<file path="src/rtl/hazard_unit_mdu.sv">
// hazard_unit_mdu: Tuse/Tnew stall and forwarding control for a 5-stage
// pipeline, with an internal E/M/W shadow of destination and Tnew, plus a
// busy counter for the multi-cycle multiply/divide unit (HI/LO users stall).
// Decoded fields arrive once at D; the shadow follows the pipeline and turns
// a stall into a bubble in E on the same edge the core does.
`timescale 1ns/1ps
module hazard_unit_mdu #(
  parameter int AW          = 5,
  parameter int TW          = 2,
  parameter int MULT_CYCLES = 5,
  parameter int DIV_CYCLES  = 10
) (
  input  logic          clk,
  input  logic          rst_n,
  input  logic [AW-1:0] rs_d,
  input  logic [AW-1:0] rt_d,
  input  logic [TW-1:0] tuse_rs_d,
  input  logic [TW-1:0] tuse_rt_d,
  input  logic [AW-1:0] a3_d,
  input  logic [TW-1:0] tnew_d,
  input  logic          md_use_d,
  input  logic          md_start_e,
  input  logic          md_div_e,
  output logic          stall_pc,
  output logic          stall_d,
  output logic          clr_e,
  output logic [1:0]    fwd_rs_d,
  output logic [1:0]    fwd_rt_d,
  output logic [1:0]    fwd_rs_e,
  output logic [1:0]    fwd_rt_e,
  output logic          md_busy
);

  // All-ones Tuse means the operand is not read at all.
  localparam logic [TW-1:0] TUSE_NONE = {TW{1'b1}};
  localparam int MAX_CYCLES = (MULT_CYCLES > DIV_CYCLES) ? MULT_CYCLES : DIV_CYCLES;
  localparam int CW = $clog2(MAX_CYCLES + 1);
  localparam logic [CW-1:0] MULT_LOAD = CW'(MULT_CYCLES);
  localparam logic [CW-1:0] DIV_LOAD  = CW'(DIV_CYCLES);

  // Shadow pipeline state
  logic [AW-1:0] rs_e, rt_e, a3_e, a3_m, a3_w;
  logic [TW-1:0] tnew_e, tnew_m, tnew_w;
  logic [CW-1:0] md_cnt;

  logic stall;
  logic stall_rs, stall_rt, stall_md;

  // Register 0 is hard-wired zero, so it never matches a producer.
  function automatic logic match(input logic [AW-1:0] a, input logic [AW-1:0] s);
    return (a != '0) && (a == s);
  endfunction

  // Tnew counts down one per stage and saturates at "ready".
  function automatic logic [TW-1:0] satdec(input logic [TW-1:0] x);
    return (x == '0) ? '0 : x - TW'(1);
  endfunction

  // Operand stall: a producer in E or M that will not be ready in time.
  function automatic logic op_stall(input logic [AW-1:0] a, input logic [TW-1:0] tuse,
                                    input logic [AW-1:0] ae, input logic [TW-1:0] te,
                                    input logic [AW-1:0] am, input logic [TW-1:0] tm);
    return (tuse != TUSE_NONE) &&
           ((match(a, ae) && (tuse < te)) || (match(a, am) && (tuse < tm)));
  endfunction

  // D-stage source select. The newest matching stage decides; if it is not
  // ready yet, older stages hold a stale value, so select the register file.
  function automatic logic [1:0] sel_d(input logic [AW-1:0] a,
                                       input logic [AW-1:0] ae, input logic [TW-1:0] te,
                                       input logic [AW-1:0] am, input logic [TW-1:0] tm,
                                       input logic [AW-1:0] aw, input logic [TW-1:0] tw);
    if (match(a, ae))      return (te == '0) ? 2'd3 : 2'd0;
    else if (match(a, am)) return (tm == '0) ? 2'd2 : 2'd0;
    else if (match(a, aw)) return (tw == '0) ? 2'd1 : 2'd0;
    else                   return 2'd0;
  endfunction

  // E-stage source select, same newest-wins rule over M then W.
  function automatic logic [1:0] sel_e(input logic [AW-1:0] a,
                                       input logic [AW-1:0] am, input logic [TW-1:0] tm,
                                       input logic [AW-1:0] aw, input logic [TW-1:0] tw);
    if (match(a, am))      return (tm == '0) ? 2'd2 : 2'd0;
    else if (match(a, aw)) return (tw == '0) ? 2'd1 : 2'd0;
    else                   return 2'd0;
  endfunction

  // Stall decision: data hazards on either operand, or a HI/LO user while the MDU works.
  always_comb begin
    stall_rs = op_stall(rs_d, tuse_rs_d, a3_e, tnew_e, a3_m, tnew_m);
    stall_rt = op_stall(rt_d, tuse_rt_d, a3_e, tnew_e, a3_m, tnew_m);
    stall_md = md_use_d && (md_start_e || md_busy);
    stall    = stall_rs || stall_rt || stall_md;
  end

  assign stall_pc = stall;
  assign stall_d  = stall;
  assign clr_e    = stall;
  assign md_busy  = (md_cnt != '0);

  // Forwarding selects for the D and E stage operands.
  always_comb begin
    fwd_rs_d = sel_d(rs_d, a3_e, tnew_e, a3_m, tnew_m, a3_w, tnew_w);
    fwd_rt_d = sel_d(rt_d, a3_e, tnew_e, a3_m, tnew_m, a3_w, tnew_w);
    fwd_rs_e = sel_e(rs_e, a3_m, tnew_m, a3_w, tnew_w);
    fwd_rt_e = sel_e(rt_e, a3_m, tnew_m, a3_w, tnew_w);
  end

  // Shadow pipeline advance; a stall loads a bubble into E like the core's clr_e.
  always_ff @(posedge clk or negedge rst_n) begin
    if (!rst_n) begin
      rs_e   <= '0;
      rt_e   <= '0;
      a3_e   <= '0;
      tnew_e <= '0;
      a3_m   <= '0;
      tnew_m <= '0;
      a3_w   <= '0;
      tnew_w <= '0;
    end else begin
      if (stall) begin
        rs_e   <= '0;
        rt_e   <= '0;
        a3_e   <= '0;
        tnew_e <= '0;
      end else begin
        rs_e   <= rs_d;
        rt_e   <= rt_d;
        a3_e   <= a3_d;
        tnew_e <= tnew_d;
      end
      a3_m   <= a3_e;
      tnew_m <= satdec(tnew_e);
      a3_w   <= a3_m;
      tnew_w <= satdec(tnew_m);
    end
  end

  // MDU busy counter: a new start always reloads, otherwise count down to idle.
  always_ff @(posedge clk or negedge rst_n) begin
    if (!rst_n) begin
      md_cnt <= '0;
    end else if (md_start_e) begin
      md_cnt <= md_div_e ? DIV_LOAD : MULT_LOAD;
    end else if (md_cnt != '0) begin
      md_cnt <= md_cnt - CW'(1);
    end
  end

endmodule

</file>
<file path="config.mk">
export PLATFORM = sky130hd
export DESIGN_NAME = hazard_unit_mdu
export DESIGN_NICKNAME = d
export VERILOG_FILES = /design/src/rtl/hazard_unit_mdu.sv
export SDC_FILE = /design/constraint.sdc
export NUM_CORES = 1
export LEC_CHECK = 0
export BUFFER_PORTS_ARGS = -buffer_cell sky130_fd_sc_hd__buf_2
export CORE_ASPECT_RATIO = 0.6
export CORE_MARGIN = 10
export CORE_UTILIZATION = 56
export CTS_CLUSTER_SIZE = 20
export DETAILED_ROUTE_END_ITERATION = 8
export GPL_ROUTABILITY_DRIVEN = 0
export GPL_TIMING_DRIVEN = 1
export HOLD_SLACK_MARGIN = 0.12
export PLACE_DENSITY = 0.8
export SYNTH_ARGS = -nofsm -noshare
export SYNTH_HDL_FRONTEND = slang
export SYNTH_SLANG_ARGS = --single-unit
</file>
<file path="constraint.sdc">
create_clock -name clk -period 2.1 [get_ports clk]
set_input_delay 0.105 -clock clk [delete_from_list [all_inputs] [get_ports clk]]
set_output_delay 0.105 -clock clk [all_outputs]
set_load 0.03 [all_outputs]
</file>
* After elaboration in Yosys (flattened, before gate mapping)
Cells that the tools add are included.
** Storage, ports and cells
- Bits in registers :: 35
- Output and inout port bits :: 12
- Logic and storage cells :: 81
** Cells by class
- $add $sub $neg :: 3
- Order comparisons :: 4
- Eq/ne operators :: 12
- Multiplexer cells :: 22
- Reductions and logical operators :: 31
** Operator list (number)
- equality test 5 bit :: 10
- 2-to-1 mux 2 bit :: 11
- nonzero test 5 bit :: 4
- logical AND 1 bit :: 17
- 2-to-1 mux 5 bit :: 3
- 2-to-1 mux 4 bit :: 3
- less-than comparator 2 bit :: 4
- logical NOT 2 bit :: 3
- logical OR 1 bit :: 5
- 2-to-1 mux 1 bit :: 5
- inequality test 2 bit, second input constant :: 2
- nonzero test 4 bit :: 1
- subtractor 2 x 1 -> 2 bit, second input constant :: 2
- subtractor 4 x 1 -> 4 bit, second input constant :: 1
- nonzero test 2 bit :: 1

* Longest topological paths before layout
- Word-level depth :: 8
- Gate-level depth with buffers :: 8
- Depth with buffers taken out :: 7

* Least setup slack after synthesis
No wires, ideal clock.
- Path type :: register to output
- Start :: register a3_m[3]
- End :: output fwd_rs_e[0]
- Data arrival time :: 2.247 ns
- Data required time :: 1.995 ns
- Path slack :: -0.252 ns
- Stages on the path, launching flop included :: 4
- Path buffers :: 0
- Path through :: dfrtp_1 xor2_1 nor3_1 a2111oi_0
** On the way
- Longest elaborated chain between the ends :: 3
** RTL lines
- start, declared :: line 42 : logic [AW-1:0] rs_e, rt_e, a3_e, a3_m, a3_w;
- start signal, assigned :: line 116 : a3_m <= '0;
- start signal, assigned :: line 132 : a3_m <= a3_e;
- equality test 5 bit :: line 51 : return (a != '0) && (a == s);
- logical AND 1 bit :: line 51
- 2-to-1 mux 2 bit :: line 83 : if (match(a, am)) return (tm == '0) ? 2'd2 : 2'd0;
- end, declared :: line 29 : output logic [1:0] fwd_rs_e,
Every way passes these cells.

* Worst setup path in the final report
- Start :: register tnew_e[1]
- End :: output clr_e
** On the way
- Longest elaborated chain between the ends :: 6
- Elaborated cells between the ends (all ways) :: 10
- Those cells by class :: 2 x order compare; 8 x reduce/logical
** RTL lines
- start, declared :: line 43 : logic [TW-1:0] tnew_e, tnew_m, tnew_w;
- start signal, assigned :: line 130 : tnew_e <= tnew_d;
- less-than comparator 2 bit :: line 64 : ((match(a, ae) && (tuse < te)) || (match(a, am) && (tuse < tm)));
- logical AND 1 bit :: line 64
- logical OR 1 bit :: line 64
- logical AND 1 bit :: line 63 : return (tuse != TUSE_NONE) &&
- logical OR 1 bit (*) (2 in a row) :: line 93 : stall = stall_rs || stall_rt || stall_md;
- end, declared :: line 26 : output logic clr_e,
Every way passes the cells marked *; elsewhere a longest branch is shown, timed or not.

==> flow_metrics.tcl <==
set metrics [dict create \
    power_density_nw_per_um2 665 \
    power_mw 1.93 \
    cts_root_buffer "clkbuf_8" \
    dp.cells 288 \
    finalWorstSetupSlack_ns -0.0799 \
    leakage_nw 1.30 \
    final_area_sq_um 2900 \
    mostFrequentLayoutCells "dfrtp_1, buf_2, xor2_1, xnor2_1, buf_4" \
    grt_pass1_wl_microns 9520 \
    slowest_stage "dfrtp_1" \
    crit_path_start_kind "register" \
    hold_viol_final 0 \
    rsz0062_at_grt "yes" \
    hpwlAfterDp_microns 4270 \
    first_global_vias 1802 \
    synth.distinct_cells 40 \
    avgRoutedWirePerCell_microns 19.1 \
    drt-total-wl_microns 5970 \
    cts.sinks 35 \
    clk-insertion-delay-late_ns 0.29 \
    peakVddDrop_mv 0.572 \
    outcome "finished with violations" \
    final_cells 313 \
    grt_max_degree 36 \
    final.period_utilization 1.04 \
    vias 1783 \
    hold_class "primary input to register" \
    synth_warnings 0 \
    syn2layout_area_growth_pct 30.9 \
    cts_htree_levels 2 \
    syn_inst 197 \
    start_util 0.592 \
    synth_edf_count 0 \
    cts_buffers 5 \
    cts_tree "yes" \
    tightest_slew_ns 0.761 \
    drc_errors 0 \
    crit_chain "inv_2 -> buf_6 -> ha_4 -> a221o_1 -> o31ai_4 -> or3_4 -> buf_6" \
    drive_gt1_frac 0.380 \
    drt_first_iter_violations 163 \
    ys_ff_latch 35 \
    die_area_sq_um 6960 \
    syn_avg_cell_area_sq_um 11.3 \
    max_cap_viol_count 0 \
    crit_type "register to output pin" \
    nFillCells 223 \
    vias_per_cell 5.70 \
    core_area_sq_um 3740 \
    overflow 0 \
    async_flop_share 1.00 \
    critPathMaxFanout 3 \
    detail-route-antenna-nets 0 \
    nNetsFinal 297 \
    synth_flop_cell "dfrtp_1" \
    max_stage_delay_ns 0.39 \
    ys_seq_area_frac 0.395 \
    die_x_microns 101 \
    period_needed_ns 2.18 \
    fin_hold_ws_ns 0.166 \
    clkSlewWorstSetupHoldPaths_ns 0.07 \
    io_buffers 37 \
    die-height_microns 68.7 \
    syn_area_sq_um 2220 \
    critPathRequiredTime_ns 2.00 \
    slew_violations 0 \
    antennaDiodeCount 0 \
    drtPass1Iterations 4 \
    boundaryPins 38 \
    crit_path_end_kind "output pin" \
    syn-num-nets 229 \
    clock_skew_ns 0.00460 \
    slew_headroom 0.493 \
    fmax_ghz 0.459 \
    violations "negative setup slack" \
    final_common_cell "dfrtp_1" \
    worstPathArrival_ns 2.07 \
    rows 17 \
    cts_buffer_depth 2 \
    grt_antenna_before_repair 0 \
    placed_cell_area_sq_um 2530 \
    crit_path_frequent_cell "buf_6" \
    setup_viol 3 \
    grt_use_total 0.177 \
]
-- logic make-up (layout without fill, tap and decap cells) --
kind of cell	count (synthesis)	after routing	synth area share
and+or+nand+nor	74	74	0.270
AOI/OAI and AO/OA	19	19	0.0672
DFF	35	35	0.395
buffers and inverters	11	80	0.0288
xor gates and xnor gates	52	52	0.205
adders and majority gates	6	6	0.0339
-- state kept, by name, indices dropped and copies added, names as in the netlist --
register	cells
rt_e	5
a3_e	5
tnew_m	2
rs_e	5
a3_w	5
tnew_w	2
md_cnt	4
a3_m	5
tnew_e	2
-- layout make-up --
type	instances	area, sq um	area share
Tap cell	47	58.8	0.0203
Timing Repair Buffer	66	473	0.163
Clock buffer	6	82.6	0.0284
Inverter	6	22.5	0.00776
Sequential cell	35	877	0.302
Clock inverter	2	35.0	0.0121
Multi-Input combinational cell	151	1350	0.466
-- Yosys cell counts, types with 2 or more instances --
cell type,n,share of area
dfrtp_1,35,0.40
or4_1,2,0.0068
nand3_2,2,0.0090
or3_1,4,0.011
nand4_1,2,0.0056
xnor2_1,25,0.099
nand2_1,2,0.0034
ha_1,6,0.034
nor2_1,12,0.020
nor3_1,6,0.014
nand3b_1,2,0.0068
and2_1,3,0.0085
a21oi_1,7,0.016
nor4b_1,7,0.028
o21a_1,2,0.0068
xor2_1,27,0.11
or4_4,2,0.010
nand3_1,5,0.011
nand2b_1,2,0.0056
o21ai_0,3,0.0068
nor4_1,4,0.011
inv_1,6,0.010
nor4b_2,10,0.068
and3_1,2,0.0056
buf_4,4,0.014
-- critical path: cells and delay by family, from the launching register on --
kind,cells,cell delay [ns]
buffers and inverters,3,0.33
and+or+nand+nor,1,0.21
adders and majority gates,1,0.18
DFF,1,0.39
AOI/OAI and AO/OA,2,0.66
-- metal layers --
layer / routed length (microns) / vias up / global-route usage / share of wire
met3: 408 / 8 / 0.0427 / 0.068
met4: 65 / 0 / 0.0571 / 0.011
met2: 2640 / 62 / 0.255 / 0.44
met5: 0 / - / 0 / 0
li1: - / 840 / - / -
met1: 2850 / 873 / 0.253 / 0.48
-- metrics by stage --
step                      setup slack, ns   util  setup TNS (ns)
after global routing               -0.158  0.775          -0.554
after global placement              0.162  0.677               0
after CTS                         -0.0591  0.753          -0.177
after floorplan                    0.0372      -               0
final                             -0.0799  0.775          -0.234
after detailed placement           0.0913  0.677               0
-- worst paths after layout --
kind                                     start               endpoint  slack, ns  cells past startpoint
max reg2reg                tnew_e[1]$_DFF_PN0_      rt_e[4]$_DFF_PN0_       0.06                     10
max in group asynchronous                rst_n      a3_w[2]$_DFF_PN0_       1.14                      2
min in group asynchronous                rst_n  md_cnt[1]$_DFFE_PN0N_       0.42                      2
max                        tnew_e[1]$_DFF_PN0_                  clr_e      -0.08                      7
min reg2reg                  a3_e[3]$_DFF_PN0_      a3_m[3]$_DFF_PN0_       0.44                      0
min                                    rs_d[2]      rs_e[2]$_DFF_PN0_       0.17                      2
-- repair_timing --
action                                 CTS  global route
buffers inserted                         4             4
resized for setup                       12            16
setup endpoints to repair                6             9
endpoints found under the hold margin   44             0
hold buffers                             9             0
pin swaps                                4             9
-- power breakdown --
part | internal, mW | leakage, nW | total, mW | switching, mW
logic | 0.242 | 0.792 | 0.512 | 0.269
clock network | 0.384 | 0.0612 | 0.628 | 0.244
registers | 0.728 | 0.448 | 0.790 | 0.0621
(Power assumes the default switching activity.)
